File: config.mk
export PLATFORM = sky130hd
export DESIGN_NAME = nfca_tx_frame_player_flat
export DESIGN_NICKNAME = d
export VERILOG_FILES = /design/src/rtl/nfca_tx_frame_player_if.sv /design/src/rtl/nfca_tx_frame_player.sv /design/src/flat_wrapper.sv
export SDC_FILE = /design/constraint.sdc
export NUM_CORES = 1
export LEC_CHECK = 0
export CAP_MARGIN = 20
export CORE_MARGIN = 2
export CORE_UTILIZATION = 60
export CTS_BUF_LIST = sky130_fd_sc_hd__clkbuf_4 sky130_fd_sc_hd__clkbuf_8 sky130_fd_sc_hd__clkbuf_16
export DETAILED_ROUTE_END_ITERATION = 8
export PLACE_DENSITY = 0.8
export SETUP_SLACK_MARGIN = 0.4
export SYNTH_ARGS = -nofsm -noshare
export SYNTH_HDL_FRONTEND = slang
export SYNTH_SLANG_ARGS = --single-unit
File: constraint.sdc
create_clock -name clk -period 4.15 [get_ports clk]
set_clock_uncertainty 0.15 [all_clocks]
set_input_delay 0.415 -clock clk [delete_from_list [all_inputs] [get_ports clk]]
set_output_delay 0.415 -clock clk [all_outputs]
set_load 0.02 [all_outputs]
File: src/rtl/nfca_tx_frame_player_if.sv
// nfca_tx_frame_player_if
//   Byte stream from the frame player into nfca_controller's tx port.
//   Signals:
//     tx_tvalid  beat valid (player -> controller)
//     tx_tready  controller ready (controller -> player)
//     tx_tdata   beat byte
//     tx_tdatab  valid bits of tx_tdata (8 except possibly the last beat)
//     tx_tlast   last beat of the frame
//   Modports: master = frame player side, slave = controller side.
interface nfca_tx_frame_player_if;
   logic       tx_tvalid;
   logic       tx_tready;
   logic [7:0] tx_tdata;
   logic [3:0] tx_tdatab;
   logic       tx_tlast;

   modport master (
      output tx_tvalid,
      output tx_tdata,
      output tx_tdatab,
      output tx_tlast,
      input  tx_tready
   );

   modport slave (
      input  tx_tvalid,
      input  tx_tdata,
      input  tx_tdatab,
      input  tx_tlast,
      output tx_tready
   );
endinterface

File: src/rtl/nfca_tx_frame_player.sv
// nfca_tx_frame_player
//   PCD-side frame source for the nfca_controller tx stream. A host-loaded byte
//   buffer is replayed as one frame, cfg_repeat times (0 = until stop), with a
//   programmable idle gap between frames and a partial last byte.
//   Optional build macro NFCA_TX_CRC_EN: adds cfg_crc; when set (and the last
//   byte is a full byte) CRC_A is appended as two extra beats, low byte first.
// Ports:
//   clk, rst                  clock, synchronous active-high reset
//   ld_en/ld_addr/ld_data     buffer write port (accepted only while idle)
//   cfg_len/datab/repeat/gap  frame config, snapshotted on start
//   cfg_crc                   append CRC_A (NFCA_TX_CRC_EN builds only)
//   start, stop               1-cycle control pulses
//   busy, done, frame_cnt     status
//   tx                        stream master (tvalid/tready/tdata/tdatab/tlast)
module nfca_tx_frame_player #(
   parameter int AW    = 5,
   parameter int GAP_W = 16
) (
   input  logic                 clk,
   input  logic                 rst,
   input  logic                 ld_en,
   input  logic [AW-1:0]        ld_addr,
   input  logic [7:0]           ld_data,
   input  logic [AW:0]          cfg_len,
   input  logic [3:0]           cfg_datab,
   input  logic [7:0]           cfg_repeat,
   input  logic [GAP_W-1:0]     cfg_gap,
`ifdef NFCA_TX_CRC_EN
   input  logic                 cfg_crc,
`endif
   input  logic                 start,
   input  logic                 stop,
   output logic                 busy,
   output logic                 done,
   output logic [7:0]           frame_cnt,
   nfca_tx_frame_player_if.master tx
);

   localparam int DEPTH = 2 ** AW;
   // beat index must reach len+1 (two CRC beats past the payload)
   localparam int IW    = AW + 2;

   localparam logic [1:0] S_IDLE = 2'd0;
   localparam logic [1:0] S_SEND = 2'd1;
   localparam logic [1:0] S_GAP  = 2'd2;

   logic [7:0]       mem_q [DEPTH];

   logic [1:0]       state_q,     state_d;
   logic             busy_q,      busy_d;
   logic             done_q,      done_d;
   logic [7:0]       frame_cnt_q, frame_cnt_d;
   logic             tvalid_q,    tvalid_d;
   logic [7:0]       tdata_q,     tdata_d;
   logic [3:0]       tdatab_q,    tdatab_d;
   logic             tlast_q,     tlast_d;
   logic [IW-1:0]    idx_q,       idx_d;
   logic [IW-1:0]    len_q,       len_d;
   logic [IW-1:0]    tot_q,       tot_d;
   logic [3:0]       datab_q,     datab_d;
   logic [7:0]       repeat_q,    repeat_d;
   logic [GAP_W-1:0] gap_q,       gap_d;
   logic [GAP_W-1:0] gap_cnt_q,   gap_cnt_d;
   logic             stop_q,      stop_d;
`ifdef NFCA_TX_CRC_EN
   logic [15:0]      crc_q,       crc_d;
   logic [15:0]      crc_upd;
`endif

   logic [3:0]       cfg_datab_eff;
   logic             cfg_crc_on;
   logic [IW-1:0]    cfg_len_ext;
   logic [IW-1:0]    cfg_tot;
   logic [IW-1:0]    b_len, b_tot, nidx;
   logic [3:0]       b_datab;
   logic [7:0]       nb_data;
   logic [3:0]       nb_datab;
   logic             nb_last;
   logic [7:0]       frame_cnt_inc;
   logic             frame_end;

`ifdef NFCA_TX_CRC_EN
   function automatic logic [15:0] crc_step(input logic [15:0] c, input logic [7:0] b);
      logic [15:0] r;
      r = c ^ {8'h00, b};
      for (int unsigned i = 0; i < 8; i++)
         r = r[0] ? ((r >> 1) ^ 16'h8408) : (r >> 1);
      return r;
   endfunction
`endif

   // Effective config as it would be snapshotted by a start this cycle.
   always_comb begin
      cfg_datab_eff = (cfg_datab == 4'd0 || cfg_datab > 4'd8) ? 4'd8 : cfg_datab;
`ifdef NFCA_TX_CRC_EN
      cfg_crc_on    = cfg_crc && (cfg_datab_eff == 4'd8);
`else
      cfg_crc_on    = 1'b0;
`endif
      cfg_len_ext   = IW'(cfg_len);
      cfg_tot       = cfg_len_ext + (cfg_crc_on ? IW'(2) : IW'(0));
   end

   // Contents of the beat that would be presented next: beat 0 when leaving
   // IDLE/GAP, beat idx+1 after a handshake in SEND. Registering this keeps
   // the stream outputs flop-driven.
   always_comb begin
      b_len    = (state_q == S_IDLE) ? cfg_len_ext   : len_q;
      b_tot    = (state_q == S_IDLE) ? cfg_tot       : tot_q;
      b_datab  = (state_q == S_IDLE) ? cfg_datab_eff : datab_q;
      nidx     = (state_q == S_SEND) ? idx_q + IW'(1) : '0;
`ifdef NFCA_TX_CRC_EN
      crc_upd  = crc_step(crc_q, tdata_q);
`endif
      if (nidx < b_len)
         nb_data = mem_q[nidx[AW-1:0]];
`ifdef NFCA_TX_CRC_EN
      // crc_upd folds in the payload byte being handshaked right now
      else if (nidx == b_len)
         nb_data = crc_upd[7:0];
      else
         nb_data = crc_q[15:8];
`else
      else
         nb_data = 8'h00;
`endif
      nb_last  = (nidx == b_tot - IW'(1));
      nb_datab = nb_last ? b_datab : 4'd8;
   end

   always_comb begin
      frame_cnt_inc = frame_cnt_q + 8'd1;
      frame_end     = stop_q || stop || (repeat_q != 8'd0 && frame_cnt_inc == repeat_q);
   end

   always_comb begin
      state_d     = state_q;
      busy_d      = busy_q;
      done_d      = 1'b0;
      frame_cnt_d = frame_cnt_q;
      tvalid_d    = tvalid_q;
      tdata_d     = tdata_q;
      tdatab_d    = tdatab_q;
      tlast_d     = tlast_q;
      idx_d       = idx_q;
      len_d       = len_q;
      tot_d       = tot_q;
      datab_d     = datab_q;
      repeat_d    = repeat_q;
      gap_d       = gap_q;
      gap_cnt_d   = gap_cnt_q;
      stop_d      = stop_q;
`ifdef NFCA_TX_CRC_EN
      crc_d       = crc_q;
`endif
      case (state_q)
         S_IDLE: begin
            if (start) begin
               if (cfg_len != '0) begin
                  state_d     = S_SEND;
                  busy_d      = 1'b1;
                  frame_cnt_d = 8'd0;
                  idx_d       = '0;
                  stop_d      = stop;
                  len_d       = cfg_len_ext;
                  tot_d       = cfg_tot;
                  datab_d     = cfg_datab_eff;
                  repeat_d    = cfg_repeat;
                  gap_d       = cfg_gap;
                  tvalid_d    = 1'b1;
                  tdata_d     = nb_data;
                  tdatab_d    = nb_datab;
                  tlast_d     = nb_last;
`ifdef NFCA_TX_CRC_EN
                  crc_d       = 16'h6363;
`endif
               end else begin
                  done_d = 1'b1;
               end
            end
         end
         S_SEND: begin
            stop_d = stop_q || stop;
            if (tx.tx_tready) begin
               if (tlast_q) begin
                  frame_cnt_d = frame_cnt_inc;
                  tvalid_d    = 1'b0;
                  tdata_d     = 8'h00;
                  tdatab_d    = 4'd0;
                  tlast_d     = 1'b0;
                  if (frame_end) begin
                     state_d = S_IDLE;
                     busy_d  = 1'b0;
                     done_d  = 1'b1;
                  end else begin
                     state_d   = S_GAP;
                     gap_cnt_d = (gap_q == '0) ? GAP_W'(1) : gap_q;
                  end
               end else begin
                  idx_d    = nidx;
                  tdata_d  = nb_data;
                  tdatab_d = nb_datab;
                  tlast_d  = nb_last;
`ifdef NFCA_TX_CRC_EN
                  if (idx_q < len_q)
                     crc_d = crc_upd;
`endif
               end
            end
         end
         S_GAP: begin
            stop_d = stop_q || stop;
            if (stop_q || stop) begin
               state_d = S_IDLE;
               busy_d  = 1'b0;
               done_d  = 1'b1;
            end else if (gap_cnt_q <= GAP_W'(1)) begin
               state_d  = S_SEND;
               idx_d    = '0;
               tvalid_d = 1'b1;
               tdata_d  = nb_data;
               tdatab_d = nb_datab;
               tlast_d  = nb_last;
`ifdef NFCA_TX_CRC_EN
               crc_d    = 16'h6363;
`endif
            end else begin
               gap_cnt_d = gap_cnt_q - GAP_W'(1);
            end
         end
         default: state_d = S_IDLE;
      endcase
   end

   // Buffer has no reset; writes only land while idle.
   always_ff @(posedge clk) begin
      if (ld_en && state_q == S_IDLE)
         mem_q[ld_addr] <= ld_data;
   end

   always_ff @(posedge clk) begin
      if (rst) begin
         state_q     <= S_IDLE;
         busy_q      <= 1'b0;
         done_q      <= 1'b0;
         frame_cnt_q <= 8'd0;
         tvalid_q    <= 1'b0;
         tdata_q     <= 8'h00;
         tdatab_q    <= 4'd0;
         tlast_q     <= 1'b0;
         idx_q       <= '0;
         len_q       <= '0;
         tot_q       <= '0;
         datab_q     <= 4'd8;
         repeat_q    <= 8'd0;
         gap_q       <= '0;
         gap_cnt_q   <= '0;
         stop_q      <= 1'b0;
`ifdef NFCA_TX_CRC_EN
         crc_q       <= 16'h6363;
`endif
      end else begin
         state_q     <= state_d;
         busy_q      <= busy_d;
         done_q      <= done_d;
         frame_cnt_q <= frame_cnt_d;
         tvalid_q    <= tvalid_d;
         tdata_q     <= tdata_d;
         tdatab_q    <= tdatab_d;
         tlast_q     <= tlast_d;
         idx_q       <= idx_d;
         len_q       <= len_d;
         tot_q       <= tot_d;
         datab_q     <= datab_d;
         repeat_q    <= repeat_d;
         gap_q       <= gap_d;
         gap_cnt_q   <= gap_cnt_d;
         stop_q      <= stop_d;
`ifdef NFCA_TX_CRC_EN
         crc_q       <= crc_d;
`endif
      end
   end

   assign busy         = busy_q;
   assign done         = done_q;
   assign frame_cnt    = frame_cnt_q;
   assign tx.tx_tvalid = tvalid_q;
   assign tx.tx_tdata  = tdata_q;
   assign tx.tx_tdatab = tdatab_q;
   assign tx.tx_tlast  = tlast_q;

endmodule
File: src/flat_wrapper.sv
// flat-port wrapper written by rule: the top's interface ports become plain ports
module nfca_tx_frame_player_flat 
#(
   parameter int AW    = 5,
   parameter int GAP_W = 16
)
  (clk, rst, ld_en, ld_addr, ld_data, cfg_len, cfg_datab, cfg_repeat, cfg_gap, start, stop, busy, done, frame_cnt, tx_tx_tvalid, tx_tx_tdata, tx_tx_tdatab, tx_tx_tlast, tx_tx_tready);
  nfca_tx_frame_player_if tx_i ();
  input  logic clk;
  input  logic rst;
  input  logic ld_en;
  input  logic [AW-1:0] ld_addr;
  input  logic [7:0] ld_data;
  input  logic [AW:0] cfg_len;
  input  logic [3:0] cfg_datab;
  input  logic [7:0] cfg_repeat;
  input  logic [GAP_W-1:0] cfg_gap;
  input  logic start;
  input  logic stop;
  output logic busy;
  output logic done;
  output logic [7:0] frame_cnt;
  output wire logic [$bits(tx_i.tx_tvalid)-1:0] tx_tx_tvalid;
  output wire logic [$bits(tx_i.tx_tdata)-1:0] tx_tx_tdata;
  output wire logic [$bits(tx_i.tx_tdatab)-1:0] tx_tx_tdatab;
  output wire logic [$bits(tx_i.tx_tlast)-1:0] tx_tx_tlast;
  input wire logic [$bits(tx_i.tx_tready)-1:0] tx_tx_tready;
  assign tx_tx_tvalid = tx_i.tx_tvalid;
  assign tx_tx_tdata = tx_i.tx_tdata;
  assign tx_tx_tdatab = tx_i.tx_tdatab;
  assign tx_tx_tlast = tx_i.tx_tlast;
  assign tx_i.tx_tready = tx_tx_tready;
  nfca_tx_frame_player #(.AW(AW), .GAP_W(GAP_W)) u_core (.clk(clk), .rst(rst), .ld_en(ld_en), .ld_addr(ld_addr), .ld_data(ld_data), .cfg_len(cfg_len), .cfg_datab(cfg_datab), .cfg_repeat(cfg_repeat), .cfg_gap(cfg_gap), .start(start), .stop(stop), .busy(busy), .done(done), .frame_cnt(frame_cnt), .tx(tx_i));
endmodule
---- Word-level counts from Yosys, hierarchy flattened ----
Memories as Yosys holds them, arrays and structs flattened.
Index checks and enable logic that the tools add are counted.
word-level totals
  register bits ........................... 84
  bits in writable memories ............... 256
  input port bits ......................... 53
  output and inout port bits .............. 24
  logic and storage cells ................. 141
  memories ................................ 1
cells by class
  $add $sub $neg .......................... 4
  order comparisons ....................... 3
  equality and inequality tests ........... 16
  mux-type cells .......................... 78
  reduce and logical (&&, ||, !) cells .... 24
memory list
  name          words  bits a word  rd ports  clocked after Yosys merged registers in  wr ports  line                        source
  u_core.mem_q  32     8            1         0                                        1         nfca_tx_frame_player.sv:47  logic [7:0] mem_q [DEPTH];
operator list
  cell                   number
  $mux 16                6
  $mux 8                 11
  $mux 7                 7
  $mux 4                 9
  $pmux 16 s2            1
  $mux 1                 26
  $pmux 8 s3             1
  $pmux 7 s3             1
  $reduce_and 7->1       3
  $le 16x1->1 const B    1
  $logic_not 16->1       1
  $pmux 8 s2             1
  $sub 16x1->16 const B  1
  $mux 2                 7
  $ne 2x2->1 const B     7
  $pmux 1 s3             4
  $pmux 4 s3             1
  $reduce_and 6->1       2
  $reduce_and 5->1       2
  $add 8x1->8 const B    1
  $eq 8x8->1             1
  $ne 2x1->1 const B     4
  $reduce_bool 8->1      1
  $add 7x1->7 const B    1
  other kinds (19)       25

---- Depth between registers and ports, before layout ----
Gate-level depths: netlist of run 1.
  word-level depth ........................ 8
  depth in mapped cells ................... 15
  depth with buffers taken out ............ 11

---- Worst setup path before layout of run 1 ----
Ideal clock, no wire load.
  kind .................................... flip-flop to flip-flop
  from .................................... register u_core.state_q[0]
  to ...................................... register u_core.tdatab_q[3], in the netlist u_core.tx.tx_tdatab[3]
  setup time .............................. 0.095 ns
  arrival ................................. 3.296 ns
  required time ........................... 3.905 ns
  path slack .............................. 0.609 ns
  cell stages (with the launch flop) ...... 14
  buffers on the path ..................... 3
  period minus slack after synthesis ...... 3.541 ns
  cell sequence ........................... dfxtp_1 > inv_1 > ha_1 > buf_2 > buf_1 > clkbuf_1 > mux2i_1 > ha_1 > nor4bb_1 > nor3b_1 > mux2_2 > o21bai_1 > a211oi_2 > a221oi_1
on the way
  word-level cells in the longest chain between the ends .. 8
  elaborated cells between the ends (all ways) .. 23
  classes of those cells .................. add/sub (1); eq/ne (8); mux (11); reduce/logical (3)
ends and longest elaborated chain
  item                              line                                                                                   source
  start, declared                   nfca_tx_frame_player.sv:49                                                             logic [1:0] state_q, state_d;
  start signal, assigned            nfca_tx_frame_player.sv:263                                                            state_q <= state_d;
  $logic_not 2->1                   nfca_tx_frame_player.sv:109, nfca_tx_frame_player.sv:110, nfca_tx_frame_player.sv:156
  $mux 6                            -
  $sub 7x1->7                       nfca_tx_frame_player.sv:127                                                            nb_last = (nidx == b_tot - IW'(1));
  $eq 7x7->1                        nfca_tx_frame_player.sv:127
  $mux 4                            nfca_tx_frame_player.sv:128                                                            nb_datab = nb_last ? b_datab : 4'd8;
  $mux 4, on equally long branches  nfca_tx_frame_player.sv:217, nfca_tx_frame_player.sv:159, nfca_tx_frame_player.sv:185
  $mux 4, on equally long branches  nfca_tx_frame_player.sv:213, nfca_tx_frame_player.sv:158, nfca_tx_frame_player.sv:184
  $pmux 4 s3                        nfca_tx_frame_player.sv:156                                                            case (state_q)
  end signal, assigned              nfca_tx_frame_player.sv:269                                                            tdatab_q <= tdatab_d;
  end, declared                     nfca_tx_frame_player.sv:55                                                             logic [3:0] tdatab_q, tdatab_d;
Parallel ways exist; a longest one is shown, timed or not. The select of a mux whose other input is x is not followed.
A chain may end at the register's enable or synchronous reset.

---- Worst setup path in the final report of run 1 ----
  from .................................... register u_core.state_q[0]
  to ...................................... register u_core.tdata_q[1], in the netlist u_core.tx.tx_tdata[1]
on the way
  word-level cells in the longest chain between the ends .. 7
  elaborated cells between the ends (all ways) .. 22
  classes of those cells .................. order compare (1); eq/ne (7); mux (10); reduce/logical (3); memory (1)
ends and longest elaborated chain
  item                                                  line                                                                                   source
  $eq 2x1->1 / $logic_not 2->1 (equally long branches)  nfca_tx_frame_player.sv:111, nfca_tx_frame_player.sv:156, nfca_tx_frame_player.sv:108
  $mux 7 / $mux 6 (equally long branches)               nfca_tx_frame_player.sv:111, nfca_tx_frame_player.sv:108
  $mem_v2 32x8 / $lt 7x7->1 (equally long branches)     -
  $mux 8                                                nfca_tx_frame_player.sv:115                                                            if (nidx < b_len)
  $mux 8, on equally long branches                      nfca_tx_frame_player.sv:217, nfca_tx_frame_player.sv:159, nfca_tx_frame_player.sv:185
  $mux 8, on equally long branches                      nfca_tx_frame_player.sv:213, nfca_tx_frame_player.sv:158, nfca_tx_frame_player.sv:184
  $pmux 8 s3                                            nfca_tx_frame_player.sv:156
  end signal, assigned                                  nfca_tx_frame_player.sv:268                                                            tdata_q <= tdata_d;
  end, declared                                         nfca_tx_frame_player.sv:54                                                             logic [7:0] tdata_q, tdata_d;
Parallel ways exist; a longest one is shown, timed or not. The select of a mux whose other input is x is not followed.

==> results of run 1 <==
## worst max-delay path: stages, from the launching register on
cell	delay, ns
dfxtp_1	0.34
inv_1	0.09
ha_1	0.49
buf_4	0.29
mux2i_1	0.48
ha_1	0.32
o21a_1	0.18
o31ai_1	0.10
nand4_4	0.30
a2111oi_0	0.48
a221o_1	0.17
## power by group
group          internal [W]  switching, W
clock network       0.00191       0.00131
registers           0.00377      0.000100
logic              0.000593      0.000982
## metal layers
metal | up-vias | track usage | wire, um | part of all wire
li1 | 5002 | - | - | -
met1 | 5253 | 0.364 | 15000 | 0.41
met2 | 440 | 0.446 | 17400 | 0.48
met3 | 85 | 0.0497 | 2730 | 0.075
met4 | 0 | 0.114 | 1370 | 0.037
met5 | - | 0 | 0 | 0
## cell type report
type,instances,area (um^2),share of cell area
multi-input combinational,837,5600,0.316
tap,330,413,0.0233
inverter,17,63.8,0.00360
timing repair buffer,109,1060,0.0599
clock buffer,53,1090,0.0614
sequential,340,9370,0.529
clock inverter,12,115,0.00650
## repair_timing
item	4_1_cts	5_1_grt
endpoints found under the setup margin	0	5
hold buffers	0	0
resized for setup	0	2
## metrics by stage
step	hold slack, ns	worst slack, ns	cell area, um^2	cells
2_1_floorplan	0.284	0.609	15400	1281
3_3_place_gp	0.292	0.906	16400	1630
3_5_place_dp	0.301	0.713	16400	1630
4_1_cts	0.280	0.647	17600	1695
5_1_grt	0.293	0.466	17700	1698
6_report	0.290	0.713	17700	1698
## registers in the layout (all words and copies together) (netlist names)
signal	flops
u_core.mem_q	256
u_core.gap_cnt_q	16
u_core.gap_q	16
u_core.frame_cnt	8
u_core.repeat_q	8
u_core.tx.tx_tdata	8
u_core.idx_q	7
u_core.len_q	6
u_core.datab_q	4
u_core.tx.tx_tdatab	4
u_core.state_q	2
u_core.busy	1
u_core.done	1
u_core.stop_q	1
u_core.tx.tx_tlast	1
u_core.tx.tx_tvalid	1
## logic make-up after synthesis
| group | share of synthesized area |
|---|---|
| and+or+nand+nor | 0.129 |
| DFF | 0.610 |
| buffers and inverters | 0.0275 |
| xor gates and xnor gates | 0.00953 |
| AOI/OAI and AO/OA | 0.132 |
| muxes | 0.0795 |
| adders and majority gates | 0.0122 |
## cells in the mapped netlist, types with 7 or more instances
cell      instances  share of area
nor4_1           12         0.0049
a311oi_1          7         0.0040
a211oi_1         38          0.019
ha_1             15          0.012
nand2_1         127          0.031
xor2_1            7         0.0040
a31oi_1          26          0.011
a21oi_1          89          0.029
inv_1            14         0.0034
mux4_2           14          0.021
dfxtp_1          84           0.11
edfxtp_1        256           0.50
o21ai_0          72          0.023
nand3_1          27         0.0088
nor3_1           23         0.0075
a311o_1           7         0.0046
xnor2_1           7         0.0040
or3_1            20         0.0081
and3_1            7         0.0029
nor2b_1          33          0.013
nand2b_1          9         0.0037
buf_2            18         0.0059
or4_1             7         0.0034
mux2i_1          61          0.040
a221o_1           7         0.0046
nor2_1           87          0.021
clkbuf_1         59          0.014
mux2_2           25          0.018
buf_1             8         0.0020
nand3b_1          7         0.0034
## worst max-delay path by stage
stage	to	slack, ns	cells after the start
6_report	u_core.tx.tx_tdata[1]	0.71	10
5_1_grt	u_core.tx.tx_tdata[7]	0.47	10
3_3_place_gp	u_core.tx.tx_tdatab[3]	0.91	10
3_5_place_dp	u_core.tx.tx_tdatab[3]	0.71	10
2_1_floorplan	u_core.tx.tx_tdatab[3]	0.61	13
4_1_cts	u_core.tx.tx_tdatab[3]	0.65	10
==> metrics, run 1 <==
Post-Syn Nets=1349; share of cells above drive strength 1=0.120; worst-case hold path end point=u_core.gap_q[0]; Reg clk slew, reported paths=0.06 ns; Num CTS Buffers=37; global-route wire length before repair=56200 um; Critical Path Start=u_core.state_q[0]; Starting Density=0.610; final wirelength=36500 um; r2r startpoint=u_core.state_q[0]; Total Negative Setup Slacks=0 ns; number of global-route vias before repair=10300; initial antenna violation count=0; max-cap violation count=0; Post-synth top flop=edfxtp_1; Period Utilization, post-route=0.828; most frequent cells in the layout=edfxtp_1, nand2_1, a21oi_1, nor2_1, dfxtp_1; R2R Setup Slk=0.71 ns; Antenna Nets Post-Route=0; Synth-to-Final Area Change=15.3%; core area=0.0252 mm^2; Syn. warnings=0; Vias/cell=6.35; initial DRC count=1091; hold crit path type=in2reg; Die ar.=0.0269 mm^2; grt total ovfl=0; RSZ-0062 raised after global routing=false; Site Rows=58; H-tree depth=2; kind of critical path=reg2reg; GRT Util Overall=0.273; hold path cells=3; status=completed; # setup viols final=0; CP arrival=3.77 ns; final hold violations=0; io pins=77; DR pass1 iterations=5; EDFF count, synth=256; routed length per placed instance=21.5 um; Slew headroom=0.449; DP Wirelength=23900 um; post-synthesis sequential area ratio=0.610; # fillers=1770; via count=10800; Max FO, Critical Path=15; Final Util=0.703; Slew @ Worst Pin=0.823 ns; DRC=0; Max Slew Vio Count=0; Syn Inst Count=1281; CTS tree=done; Tmin final=3.44 ns; leakage=5.86 nW; Root Driver=clkbuf_16; reg-to-reg endpoint=u_core.tx.tx_tdata[1]; clk sinks=340; Die Wd=164 um; largest net degree at the start of global routing=59; Synth cell types=79; Post-Syn Area=0.0154 mm^2; Worst EP required=4.48 ns; commonest non-fill, non-tap cell in the layout=edfxtp_1; DIE HEIGHT=164 um; f_max=0.291 GHz; gpl congestion=0.959; # diodes=0; register bit count reported by yosys=340; Worst setup EP type=flop; PD cells=489 mW/mm^2; min-delay src=cfg_gap[0]; Final Total Pwr=0.00866 W; # port buffers=76; asr flop ratio synth=0; maximum buffer depth of the clock tree=3; CP Launch Type=flop; clock network latency to the later pin of the worst-skew pair=0.52 ns; post-CTS setup buffers=0; Layout Nets=1410; Avg Cell Area, Syn=12.0 um^2; worst r2r path cells=10; worst vdd ir=0.447 mV
(Power assumes the default switching activity.)
==> run 2: changes to the inputs <==
==> constraint.sdc (replaced) <==
create_clock -name clk -period 3.3 [get_ports clk]
set_clock_uncertainty 0.15 [all_clocks]
set_input_delay 0.33 -clock clk [delete_from_list [all_inputs] [get_ports clk]]
set_output_delay 0.33 -clock clk [all_outputs]
set_load 0.02 [all_outputs]
==> run 2 against run 1 <==
Net effect:
- sequential cell count is the same
- global-route usage grew 1.2 points
- register-to-register slack lost 0.30 ns
- via count grew 4.3%
- clock-buffer cell count shrank 9
- routed wire length grew 6.8%
- final cell count grew 3.5%
==> metrics, run 2 (synthesis gave the netlist of run 1 again) <==
maximum buffer depth of the clock tree=3; Slew @ Worst Pin=1.06 ns; wire length on met1=14900 um; reg-to-reg endpoint=u_core.tx.tx_tdata[3]; CP arrival=3.22 ns; DR pass1 iterations=6; hold bufs inserted after CTS=0; Synth-to-Final Area Change=20.7%; final wirelength=39000 um; Worst setup EP type=flop; H-tree depth=2; core area=0.0252 mm^2; # setup viols final=0; initial DRC count=1323; crit path cell chain=inv_2 -> ha_4 -> mux2i_4 -> ha_1 -> o21ai_2 -> a21oi_2 -> o31ai_4 -> buf_6 -> nand4_4 -> buf_4 -> a21oi_1 -> a221o_1; crit path capture=u_core.tx.tx_tdata[3]; Stages on worst setup path=12; Site Rows=58; Root Driver=clkbuf_16; R2R Setup Slk=0.41 ns; Num CTS Buffers=36; grt total ovfl=0; RSZ-0062 raised after global routing=true; most frequent cells in the layout=edfxtp_1, nand2_1, a21oi_1, nor2_1, buf_4; hold crit path type=in2reg; DRC=0; PD cells=606 mW/mm^2; worst vdd ir=0.544 mV; min-delay src=cfg_gap[12]; Biggest register=u_core.mem_q; Max Slew Vio Count=0; largest net degree at the start of global routing=77; # fillers=1604; max layer used=met4; Tmin final=2.89 ns; DP Wirelength=24100 um; DIE HEIGHT=164 um; Worst EP required=3.63 ns; Die ar.=0.0269 mm^2; global-route wire length before repair=58900 um; commonest non-fill, non-tap cell in the layout=edfxtp_1; initial antenna violation count=0; clock network latency to the later pin of the worst-skew pair=0.53 ns; f_max=0.346 GHz; gpl congestion=0.883; Vias/cell=6.39; number of global-route vias before repair=11000; max-cap violation count=0; CTS tree=done; io pins=77; worst r2r path cells=12; Reg clk slew, reported paths=0.06 ns; Slew headroom=0.289; Total Negative Setup Slacks=0 ns; via count=11200; Final Util=0.736; CP Launch Type=flop; GRT Util Overall=0.285; share of cells above drive strength 1=0.183; slowest CP cell=dfxtp_4; biggest regs=u_core.mem_q: 256 flops, u_core.gap_cnt_q: 16 flops, u_core.gap_q: 16 flops; met3 WL post-DR=2950 um; Starting Density=0.610; Die Wd=164 um; # diodes=0; final hold violations=0; clk sinks=340; status=completed; leakage=6.19 nW; Period Utilization, post-route=0.875; Layout Nets=1469; routed wl met2=19400 um; Antenna Nets Post-Route=0; kind of cell adding the most delay to the critical path=compound AO/OA/AOI/OAI gates; max FFs per register=256; kind of critical path=reg2reg; Max FO, Critical Path=6; # port buffers=76; Critical Path Start=u_core.state_q[1]; Crit path buffers/inverters=3; routed length per placed instance=22.2 um; max incr delay on CP=0.35 ns; r2r startpoint=u_core.state_q[1]
[run 2: cell count changes in the layout (fill, tap and decap cells not counted), sizes merged]
cell	before	now
nand4	5	6
clkinvlp	0	2
clkinv	11	20
inv	17	15
clkbuf	54	45
buf	33	92
[run 2: per-layer routing]
layer,vias up,GRT usage
li1,5118,-
met1,5469,0.353
met2,535,0.501
met3,118,0.0457
met4,0,0.117
met5,-,0
[run 2: metrics by stage]
stage          instances  hold WS (ns)  setup slack (ns)  area [um^2]  total power (W)
2_1_floorplan       1281         0.279             0.401        15500          0.00632
3_3_place_gp        1671         0.291             0.333        16800          0.00693
3_5_place_dp        1671         0.296             0.199        16800          0.00698
4_1_cts             1743         0.202             0.405        18200           0.0110
5_1_grt             1758         0.224             0.336        18500           0.0116
6_report            1758         0.211             0.414        18500           0.0112
[run 2: worst min path at each step]
stage | endpoint | slack, ns | cells after the start
2_1_floorplan | u_core.mem_q[0][0] | 0.28 | 0
3_3_place_gp | u_core.datab_q[0] | 0.29 | 2
3_5_place_dp | u_core.datab_q[2] | 0.30 | 2
4_1_cts | u_core.gap_q[13] | 0.20 | 3
5_1_grt | u_core.gap_q[12] | 0.22 | 3
6_report | u_core.gap_q[12] | 0.21 | 3
[run 2: layout make-up]
cell class,instances,area (um^2),share of cell area
flip-flops and latches,340,9380,0.506
multi-input cells,838,5950,0.321
repair buffers,168,1550,0.0835
clock buffers,44,1010,0.0544
well taps,330,413,0.0223
clock inverters,21,171,0.00925
inverters,17,65.1,0.00351
[run 2: what timing repair did]
item	CTS	global route
resized for setup	27	48
setup buffers	6	14
setup endpoints to repair	13	15
pin swaps	4	11
cloned	1	1
[run 2: power breakdown]
group / switching [W] / internal [W] / total [W]
logic: 0.00140 / 0.000995 / 0.00239
clock network: 0.00168 / 0.00228 / 0.00395
registers: 0.000138 / 0.00474 / 0.00488
[run 2: tightest hold or removal path: cells and delay by family]
| family | cells | cell delay (ns) |
|---|---|---|
| AO/OA/AOI/OAI | 1 | 0.05 |
| AND/OR/NAND/NOR | 1 | 0.06 |
| buffers and inverters | 1 | 0.40 |
